<file path="src/rtl/branch_pkg.sv">
// Shared condition-code encoding and 2-bit predictor counter states for the
// branch unit.
package branch_pkg;

  typedef enum logic [3:0] {
    NONE = 4'd0,
    BEQZ = 4'd1,
    BNEZ = 4'd2,
    BLTZ = 4'd3,
    BGEZ = 4'd4,
    JUMP = 4'd5,
    SEQ  = 4'd6,
    SLT  = 4'd7,
    SLE  = 4'd8,
    SCO  = 4'd9
  } cond_e;

  localparam logic [1:0] SNT = 2'b00;
  localparam logic [1:0] WNT = 2'b01;
  localparam logic [1:0] WT  = 2'b10;
  localparam logic [1:0] ST  = 2'b11;

  // Saturating 2-bit counter step toward the observed outcome.
  function automatic logic [1:0] ctr_next(input logic [1:0] ctr, input logic taken);
    if (taken) begin
      return (ctr == ST) ? ST : ctr + 2'd1;
    end
    return (ctr == SNT) ? SNT : ctr - 2'd1;
  endfunction

  function automatic logic is_branch(input logic [3:0] cond);
    return (cond >= BEQZ) && (cond <= JUMP);
  endfunction

endpackage

</file>
<file path="src/rtl/branch_cond_eval.sv">
// Combinational condition decode: branch taken decision and set-instruction
// result bit from the ALU flags.
module branch_cond_eval
  import branch_pkg::*;
(
  input  logic [3:0] cond,
  input  logic       SF,
  input  logic       ZF,
  input  logic       CF,
  output logic       taken,
  output logic       setrd
);

  always_comb begin
    taken = 1'b0;
    setrd = 1'b0;
    case (cond)
      BEQZ:    taken = ZF;
      BNEZ:    taken = ~ZF;
      BLTZ:    taken = SF;
      BGEZ:    taken = ZF | ~SF;
      JUMP:    taken = 1'b1;
      SEQ:     setrd = ZF;
      SLT:     setrd = SF;
      SLE:     setrd = SF | ZF;
      SCO:     setrd = CF;
      default: begin
        taken = 1'b0;
        setrd = 1'b0;
      end
    endcase
  end

endmodule

</file>
<file path="src/rtl/branch_predict_unit.sv">
// Bimodal branch predictor: 2-bit counter table looked up at fetch, trained at
// execute, with a registered redirect pulse and a saturating mispredict count.
module branch_predict_unit
  import branch_pkg::*;
#(
  parameter int WIDTH     = 16,
  parameter int BHT_DEPTH = 16,
  parameter int CNT_WIDTH = 16
) (
  input  logic                 clk,
  input  logic                 rst_n,
  input  logic                 f_valid,
  input  logic [WIDTH-1:0]     f_pc,
  output logic                 f_pred_taken,
  input  logic                 ex_valid,
  input  logic [WIDTH-1:0]     ex_pc,
  input  logic [3:0]           ex_cond,
  input  logic                 ex_pred_taken,
  input  logic [WIDTH-1:0]     ex_target,
  input  logic                 ex_sf,
  input  logic                 ex_zf,
  input  logic                 ex_cf,
  input  logic                 flush,
  output logic                 setrd,
  output logic                 r_mispredict,
  output logic [WIDTH-1:0]     r_redirect_pc,
  output logic [CNT_WIDTH-1:0] mispredict_cnt
);

  localparam int IDX_W = $clog2(BHT_DEPTH);

  function automatic logic [CNT_WIDTH-1:0] sat_inc(input logic [CNT_WIDTH-1:0] v);
    return (&v) ? v : v + CNT_WIDTH'(1);
  endfunction

  logic [1:0]       bht [BHT_DEPTH];
  logic [IDX_W-1:0] f_idx;
  logic [IDX_W-1:0] ex_idx;
  logic             taken_p0;
  logic             qualify_p0;
  logic             mispredict_p0;
  logic [WIDTH-1:0] redirect_p0;
  logic             unused_pc;

  // Bit 0 and the bits above the index never select an entry.
  assign unused_pc = ^{f_pc, ex_pc};

  assign f_idx  = f_pc[IDX_W:1];
  assign ex_idx = ex_pc[IDX_W:1];

  branch_cond_eval u_cond (
    .cond  (ex_cond),
    .SF    (ex_sf),
    .ZF    (ex_zf),
    .CF    (ex_cf),
    .taken (taken_p0),
    .setrd (setrd)
  );

  // Read is combinational from the current table, so a same-cycle update to
  // the same entry is seen only from the next cycle on.
  assign f_pred_taken = f_valid & bht[f_idx][1];

  // ---- stage p0: resolve evaluation ----
  assign qualify_p0    = ex_valid & ~flush & is_branch(ex_cond);
  assign mispredict_p0 = qualify_p0 & (taken_p0 != ex_pred_taken);
  assign redirect_p0   = taken_p0 ? ex_target : ex_pc + WIDTH'(2);

  always_ff @(posedge clk or negedge rst_n) begin
    if (!rst_n) begin
      for (int i = 0; i < BHT_DEPTH; i++) begin
        bht[i] <= WNT;
      end
    end else if (qualify_p0) begin
      bht[ex_idx] <= ctr_next(bht[ex_idx], taken_p0);
    end
  end

  // ---- stage p1: registered redirect and statistics ----
  always_ff @(posedge clk or negedge rst_n) begin
    if (!rst_n) begin
      r_mispredict   <= 1'b0;
      r_redirect_pc  <= '0;
      mispredict_cnt <= '0;
    end else begin
      r_mispredict <= mispredict_p0;
      if (mispredict_p0) begin
        r_redirect_pc  <= redirect_p0;
        mispredict_cnt <= sat_inc(mispredict_cnt);
      end
    end
  end

endmodule

</file>
<file path="config.mk">
export PLATFORM = sky130hd
export DESIGN_NAME = branch_predict_unit
export DESIGN_NICKNAME = d
export VERILOG_FILES = /design/src/rtl/branch_pkg.sv /design/src/rtl/branch_cond_eval.sv /design/src/rtl/branch_predict_unit.sv
export SDC_FILE = /design/constraint.sdc
export NUM_CORES = 1
export LEC_CHECK = 0
export CAP_MARGIN = 0
export CORE_ASPECT_RATIO = 0.8
export CORE_UTILIZATION = 45
export CTS_CLUSTER_DIAMETER = 150
export DETAILED_ROUTE_END_ITERATION = 12
export PLACE_DENSITY = 0.81
export SYNTH_ARGS = -nofsm -noshare
export SYNTH_HDL_FRONTEND = slang
export SYNTH_SLANG_ARGS = --single-unit
</file>
<file path="constraint.sdc">
create_clock -name clk -period 5.7 [get_ports clk]
set_input_delay 0.57 -clock clk [delete_from_list [all_inputs] [get_ports clk]]
set_output_delay 0.57 -clock clk [all_outputs]
set_load 0.01 [all_outputs]
</file>
==> results of run 1 <==
[cells in the mapped netlist]
cell	count	area share
and3_1	5	0.0085
and4_1	3	0.0072
maj3_1	3	0.0082
a211oi_1	1	0.0020
a2111oi_4	1	0.0075
o2111a_1	1	0.0031
o21ai_1	1	0.0014
buf_1	1	0.0010
nor3b_1	2	0.0041
dfrtp_1	49	0.33
dfstp_2	16	0.11
nor2b_1	5	0.0085
a21o_1	1	0.0020
a21oi_1	10	0.014
xor2_1	9	0.021
nor3_1	6	0.0082
o21ai_0	29	0.040
nand3_1	13	0.018
buf_2	6	0.0082
o22ai_1	1	0.0017
nand4_1	18	0.031
mux4_2	13	0.080
ha_1	5	0.017
mux2i_1	11	0.030
a31oi_1	1	0.0017
and2_1	3	0.0051
buf_4	1	0.0020
or3b_1	1	0.0024
nor4_1	1	0.0017
a221oi_1	1	0.0024
nor2_1	19	0.019
nand2b_1	4	0.0068
nand2_1	35	0.036
inv_1	6	0.0061
nor4bb_1	1	0.0027
clkbuf_1	7	0.0072
mux2_2	28	0.086
nand3b_1	1	0.0020
nor3_2	1	0.0027
xnor2_1	19	0.045
[kinds of logic after synthesis]
group / Yosys count / share of synthesized area
flops: 65 / 0.449
xor+xnor: 28 / 0.0668
mux: 52 / 0.196
compound gates: 47 / 0.0750
simple gates: 118 / 0.164
buf+inv: 21 / 0.0246
fa+ha+maj: 8 / 0.0252
[placed cells by master, fill, tap and decap left out, drive strengths merged, types with 2 or more instances in the layout]
cell,count
bufinv,2
nand4,18
nand3,13
clkdlybuf4s50,82
nor2,19
buf,4
and2,3
nor3,7
a21oi,10
and4,3
maj3,3
nand2,35
nor2b,5
nand2b,4
dfrtp,49
xor2,9
inv,6
mux2,28
clkbuf,14
xnor2,19
o21ai,30
dfstp,16
nor3b,2
and3,5
mux2i,11
mux4,13
ha,5
[power breakdown]
part	internal, W	leakage (nW)	switching (W)
clock	0.000283	0.117	0.000174
sequential	0.000521	0.824	0.0000417
combinational	0.000160	1.02	0.000128
[state kept, by name, summed over array words and instances, names as in the netlist]
name,count
r_mispredict,1
bht,32
r_redirect_pc,16
mispredict_cnt,16
[worst register-to-register path: stages (launching register included)]
cell and delay (ns):
dfrtp_1 0.46, ha_1 0.32, nand4_1 0.17, nor4_1 0.09, or3b_1 0.35, mux2i_1 0.75, nand4_1 0.25, xnor2_1 0.18
[worst paths after layout]
check                             startpoint            endpoint  slack (ns)  depth (start not counted)
max                                  f_pc[1]        f_pred_taken        2.20                          5
min                                    rst_n              bht[9]        0.40                          2
max reg2reg                mispredict_cnt[0]  mispredict_cnt[14]        3.02                          7
min reg2reg                r_redirect_pc[11]   r_redirect_pc[11]        0.48                          2
max in group asynchronous              rst_n    r_redirect_pc[8]        4.76                          2
min in group clk           r_redirect_pc[11]   r_redirect_pc[11]        0.48                          2
[through the flow]
| step | worst slack, ns | hold WS (ns) | area, sq um | util | total power (W) |
|---|---|---|---|---|---|
| floorplan | 3.30 | 0.274 | 3670 | - | 0.000688 |
| global placement | 2.00 | 0.462 | 4600 | 0.582 | 0.000850 |
| detailed placement | 1.93 | 0.469 | 4600 | 0.582 | 0.000860 |
| CTS | 2.19 | 0.431 | 4840 | 0.611 | 0.00132 |
| global route | 2.00 | 0.480 | 4840 | 0.611 | 0.00137 |
| finish | 2.20 | 0.401 | 4840 | 0.611 | 0.00131 |
[routing by layer]
layer	wire length [microns]	track usage
met1	3840	0.279
met2	4120	0.354
met3	534	0.0530
met4	121	0.0704
met5	0	0
[layout make-up]
type / instances / area (sq um) / share of cell area
clock buffer: 14 / 173 / 0.0357
clock inverter: 2 / 60.1 / 0.0124
inverter: 6 / 22.5 / 0.00466
multi-input combinational: 253 / 1950 / 0.403
sequential: 65 / 1650 / 0.340
tap: 108 / 135 / 0.0279
timing repair buffer: 86 / 848 / 0.175
==> results by group, run 1 <==
Outcome
  – Status: finished clean

Drt
  – DR DRC count: 0
  – Drt first pass iters: 4
  – DR vias/cell: 5.55
  – Detailed-route wire length: 8.62 mm
  – Routed vias: 2962
  – DRT iter0 DRCs: 129
  – Post-route ant nets: 0
  – WL/cell: 16.1 microns

Timing
  – Final hold violations: 0
  – Minimum clock period: 3.50 ns
  – Final Skew: 0.00955 ns
  – Slew Viols, Final: 0
  – Maximum clock frequency: 286 MHz
  – Fin Setup TNS: 0 ns
  – Worst-Margin Slew: 0.944 ns
  – Final setup viols: 0
  – RSZ-0062 raised after global routing: no
  – Relative slew margins: 0.353
  – Fin crit share: 0.614

Placed design
  – Final HPWL DP: 6.19 mm
  – RD Place Congestion: 0.787
  – IO buf count: 83
  – Dpl cells: 518

Cells and area
  – Layout area overhead: 31.8%
  – Antenna Cells: 0
  – FILL cells: 679
  – Fin nets: 487
  – Final Instance Count excl. Fillers: 534
  – Layout cells sized above 1: 0.185

Clocking
  – CTS Buf Count: 9
  – Clock slew at reported path FFs: 0.06 ns
  – Post-cts sizing count: 0
  – Clock root buffer master: clkbuf_8
  – Worst skew pair latency: 0.34 ns
  – Total clock sinks: 65
  – Post-CTS Setup Inserts: 0
  – TritonCTS clock tree: built
  – Hold_buf cts: 0
  – # H-tree levels: 3
  – Clock Path Buffers: 2

Floorplanning
  – Die Ht: 82.8 microns
  – I/O pin total: 96
  – # rows: 29
  – Die W: 103 microns
  – CORE AREA: 0.00791 sq mm
  – Die ar.: 0.00852 sq mm
  – Effective utilization at floorplan: 0.464

Synthesis
  – Syn Inst Count: 339
  – Yosys warnings: 0
  – #FFs+latches synth: 65
  – Post-Syn Nets: 405
  – Sequential-to-total area share from yosys stat: 0.449
  – Library cells used by synthesis: 40
  – Post-Synthesis Cell Area: 0.00367 sq mm
  – Synthesized area per cell: 10.8 sq um

Critical path
  – Max incr delay on CP: 0.67 ns
  – CP Launch Type: input port
  – CP cell instances: clkdlybuf4s50_1, mux4_2, mux4_2, and2_1, clkdlybuf4s50_1
  – Worst EP required: 5.13 ns
  – Worst-path maximum fanout: 4
  – Worst path top cell family by delay: buffers and inverters
  – Slowest CP cell: clkdlybuf4s50_1
  – Setup crit end kind: primary output
  – CP Class: in -> out
  – CP arrival: 2.93 ns
  – Worst Path Buf+Inv: 2

Global route
  – First-pass GRT wire length: 13.7 mm
  – Vias in the first global route: 2837
  – GRT Overall Usage: 0.214
  – Initial antenna violation count: 0
  – Largest net degree at the start of global routing: 66
  – Grt total ovfl: 0

Power and ir drop
  – P_leak: 1.96 nW
  – VDD IR max: 181 uV
  – Pwr Density: 270 mW/mm^2

Worst hold path
  – HP Class: in -> async

Run
  – Max-cap violations: 0
(Power assumes the default switching activity.)
==> run 2: changes to the inputs <==
CORE_UTILIZATION = 44   (was 45)
PLACE_DENSITY = 0.82   (was 0.81)
clock period = 3.2 ns   (was 5.7 ns; I/O delays follow)
==> run 2 against run 1 <==
Net effect:
- die area increased by 2.2%
- sequential share of layout area decreased by 0.13 points
- final cell count increased by 1.3%
- clock skew increased by 0.0053 ns
- critical path depth unchanged
- critical path type unchanged
==> results by group, run 2 (same netlist as run 1, synthesis figures left out) <==
Worst hold path
  – HP Class: reg -> reg

Cells and area
  – Max reg flops: 32 (unchanged)
  – Antenna Cells: 0 (unchanged)
  – Commonest cells after routing, fill and taps aside: clkdlybuf4s50_1, dfrtp_1, nand2_1
  – Layout cells sized above 1: 0.199 (+0.0132)
  – Layout area overhead: 32.3%
  – Most common cell after layout, fill and taps aside: clkdlybuf4s50_1
  – Biggest regs: bht (32), mispredict_cnt (16), r_redirect_pc (16)
  – Fin nets: 494 (+1.4%)
  – Largest register by flop count: bht

Critical path
  – Worst EP required: 2.88 ns (-2.25 ns)
  – Worst r2r path cells: 7 (unchanged)
  – Worst-path maximum fanout: 4 (unchanged)
  – CP cell instances: clkdlybuf4s50_1, mux4_2, mux4_2, and2_1, clkdlybuf4s50_1
  – Worst path top cell family by delay: buffers and inverters
  – Max incr delay on CP: 0.61 ns (-0.06 ns)
  – Flop2flop setup slack: 1.02 ns (-2.00 ns)
  – Worst Path Buf+Inv: 2 (unchanged)
  – CP Class: in -> out
  – Instance count on the critical path: 5 (unchanged)
  – RR Startpoint: mispredict_cnt[0]
  – R2r endpoint: mispredict_cnt[1]
  – CP startpoint: f_pc[1]
  – Worst setup path end: f_pred_taken
  – Setup crit end kind: primary output
  – CP arrival: 2.57 ns (-0.36 ns)
  – CP Launch Type: input port
  – Slowest CP cell: clkdlybuf4s50_1

Drt
  – WL/cell: 15.5 microns (-3.7%)
  – Detailed-route wire length: 8.41 mm (-2.5%)
  – Drt first pass iters: 4 (unchanged)
  – Routed vias: 2920 (-1.4%)
  – Post-route ant nets: 0 (unchanged)
  – DR DRC count: 0 (unchanged)
  – DR vias/cell: 5.40 (-2.7%)
  – DRT iter0 DRCs: 202 (+57%)

Global route
  – First-pass GRT wire length: 14.2 mm (+3.3%)
  – Initial antenna violation count: 0 (unchanged)
  – GRT Overall Usage: 0.207 (-0.00693)
  – Grt total ovfl: 0 (unchanged)
  – Largest net degree at the start of global routing: 42 (-36%)
  – Vias in the first global route: 2915 (+2.7%)

Clocking
  – CTS Buf Count: 9 (unchanged)
  – # H-tree levels: 3 (unchanged)
  – TritonCTS clock tree: built
  – Total clock sinks: 65 (unchanged)
  – Hold_buf cts: 1 (+1)
  – Worst skew pair latency: 0.35 ns (about the same)
  – Clock Path Buffers: 2 (unchanged)
  – Clock slew at reported path FFs: 0.07 ns (about the same)
  – Post-cts sizing count: 0 (unchanged)
  – Post-CTS Setup Inserts: 0 (unchanged)
  – Clock root buffer master: clkbuf_8

Power and ir drop
  – P_leak: 1.98 nW (+0.63%)
  – Pwr Density: 457 mW/mm^2 (+69%)
  – VDD IR max: 293 uV (+61%)

Timing
  – Maximum clock frequency: 346 MHz
  – Fin crit share: 0.903
  – Slew Viols, Final: 0 (unchanged)
  – Final Skew: 0.0149 ns (+0.00533 ns)
  – Min Hold Slack: 0.477 ns (+0.0757 ns)
  – Worst-Margin Slew: 0.641 ns (-0.303 ns)
  – Fin Setup TNS: 0 ns (unchanged)
  – Final setup viols: 0 (unchanged)
  – Final hold violations: 0 (unchanged)
  – Minimum clock period: 2.89 ns
  – Relative slew margins: 0.572 (+0.219)
  – RSZ-0062 raised after global routing: no

Placed design
  – RD Place Congestion: 0.816 (+3.6%)
  – Final HPWL DP: 6.16 mm (-0.51%)
  – IO buf count: 83 (unchanged)

Floorplanning
  – Effective utilization at floorplan: 0.457 (-0.00630)
  – CORE AREA: 0.00802 sq mm (+1.4%)
  – Die ar.: 0.00871 sq mm (+2.2%)
  – I/O pin total: 96 (unchanged)
  – Die Ht: 83.7 microns (+1.1%)
  – # rows: 29 (unchanged)
  – Die W: 104 microns (+1.1%)

Outcome
  – Status: finished clean

Run
  – Max-cap violations: 0 (unchanged)
==> run 2: changes by cell type in the layout (fill, tap and decap cells not counted), sizes merged <==
cell         previous run  this run
buf                     4        10
clkinvlp                0         2
dlygate4sd3             0         1
clkinv                  0         2
bufinv                  2         1
clkbuf                 14        11
==> run 2: final cells by class <==
type / instances / area, sq um
Fill cell: 665 / 3160
Multi-Input combinational cell: 253 / 1950
Sequential cell: 65 / 1650
Timing Repair Buffer: 93 / 903
Clock buffer: 11 / 141
Tap cell: 108 / 135
Clock inverter: 5 / 55.1
Inverter: 6 / 22.5
==> run 2: worst register-to-register path: cells and delay by family, from the launching register on <==
kind                       cells  cell delay (ns)
DFF                            1             0.47
adders and majority gates      1             0.32
and+or+nand+nor                3             0.59
muxes                          2             0.50
buffers and inverters          1             0.20
==> run 2: routing by layer <==
| layer | GRT usage | share of wire | wire (microns) | vias to the layer above |
|---|---|---|---|---|
| met5 | 0 | 0 | 0 | - |
| met4 | 0.0688 | 0.014 | 119 | 0 |
| met3 | 0.0554 | 0.058 | 485 | 13 |
| met2 | 0.325 | 0.46 | 3900 | 103 |
| met1 | 0.280 | 0.46 | 3900 | 1402 |
| li1 | - | - | - | 1402 |
==> run 2: power breakdown <==
group          switching (W)  internal [W]  leakage (nW)
registers          0.0000788      0.000927         0.824
logic               0.000224      0.000289          1.06
clock network       0.000320      0.000378        0.0953
==> run 2: worst min path at each step <==
stage            from  depth (start not counted)       to  slack [ns]
3_3_place_gp    rst_n                          1   bht[1]        0.33
4_1_cts        bht[0]                          2   bht[0]        0.48
2_1_floorplan   rst_n                          0  bht[11]        0.02
5_1_grt        bht[6]                          2   bht[6]        0.49
6_report       bht[0]                          2   bht[0]        0.48
3_5_place_dp    rst_n                          1   bht[1]        0.33
==> run 2: stage by stage <==
stage          total power, W  instance area (sq um)  setup WS [ns]   util  std cells
6_report              0.00222                   4850          0.311  0.605        541
5_1_grt               0.00234                   4850          0.233  0.605        541
4_1_cts               0.00223                   4850          0.286  0.605        541
3_5_place_dp          0.00153                   4650          0.290  0.580        524
3_3_place_gp          0.00152                   4650          0.304  0.580        524
2_1_floorplan         0.00123                   3670           1.05      -        339
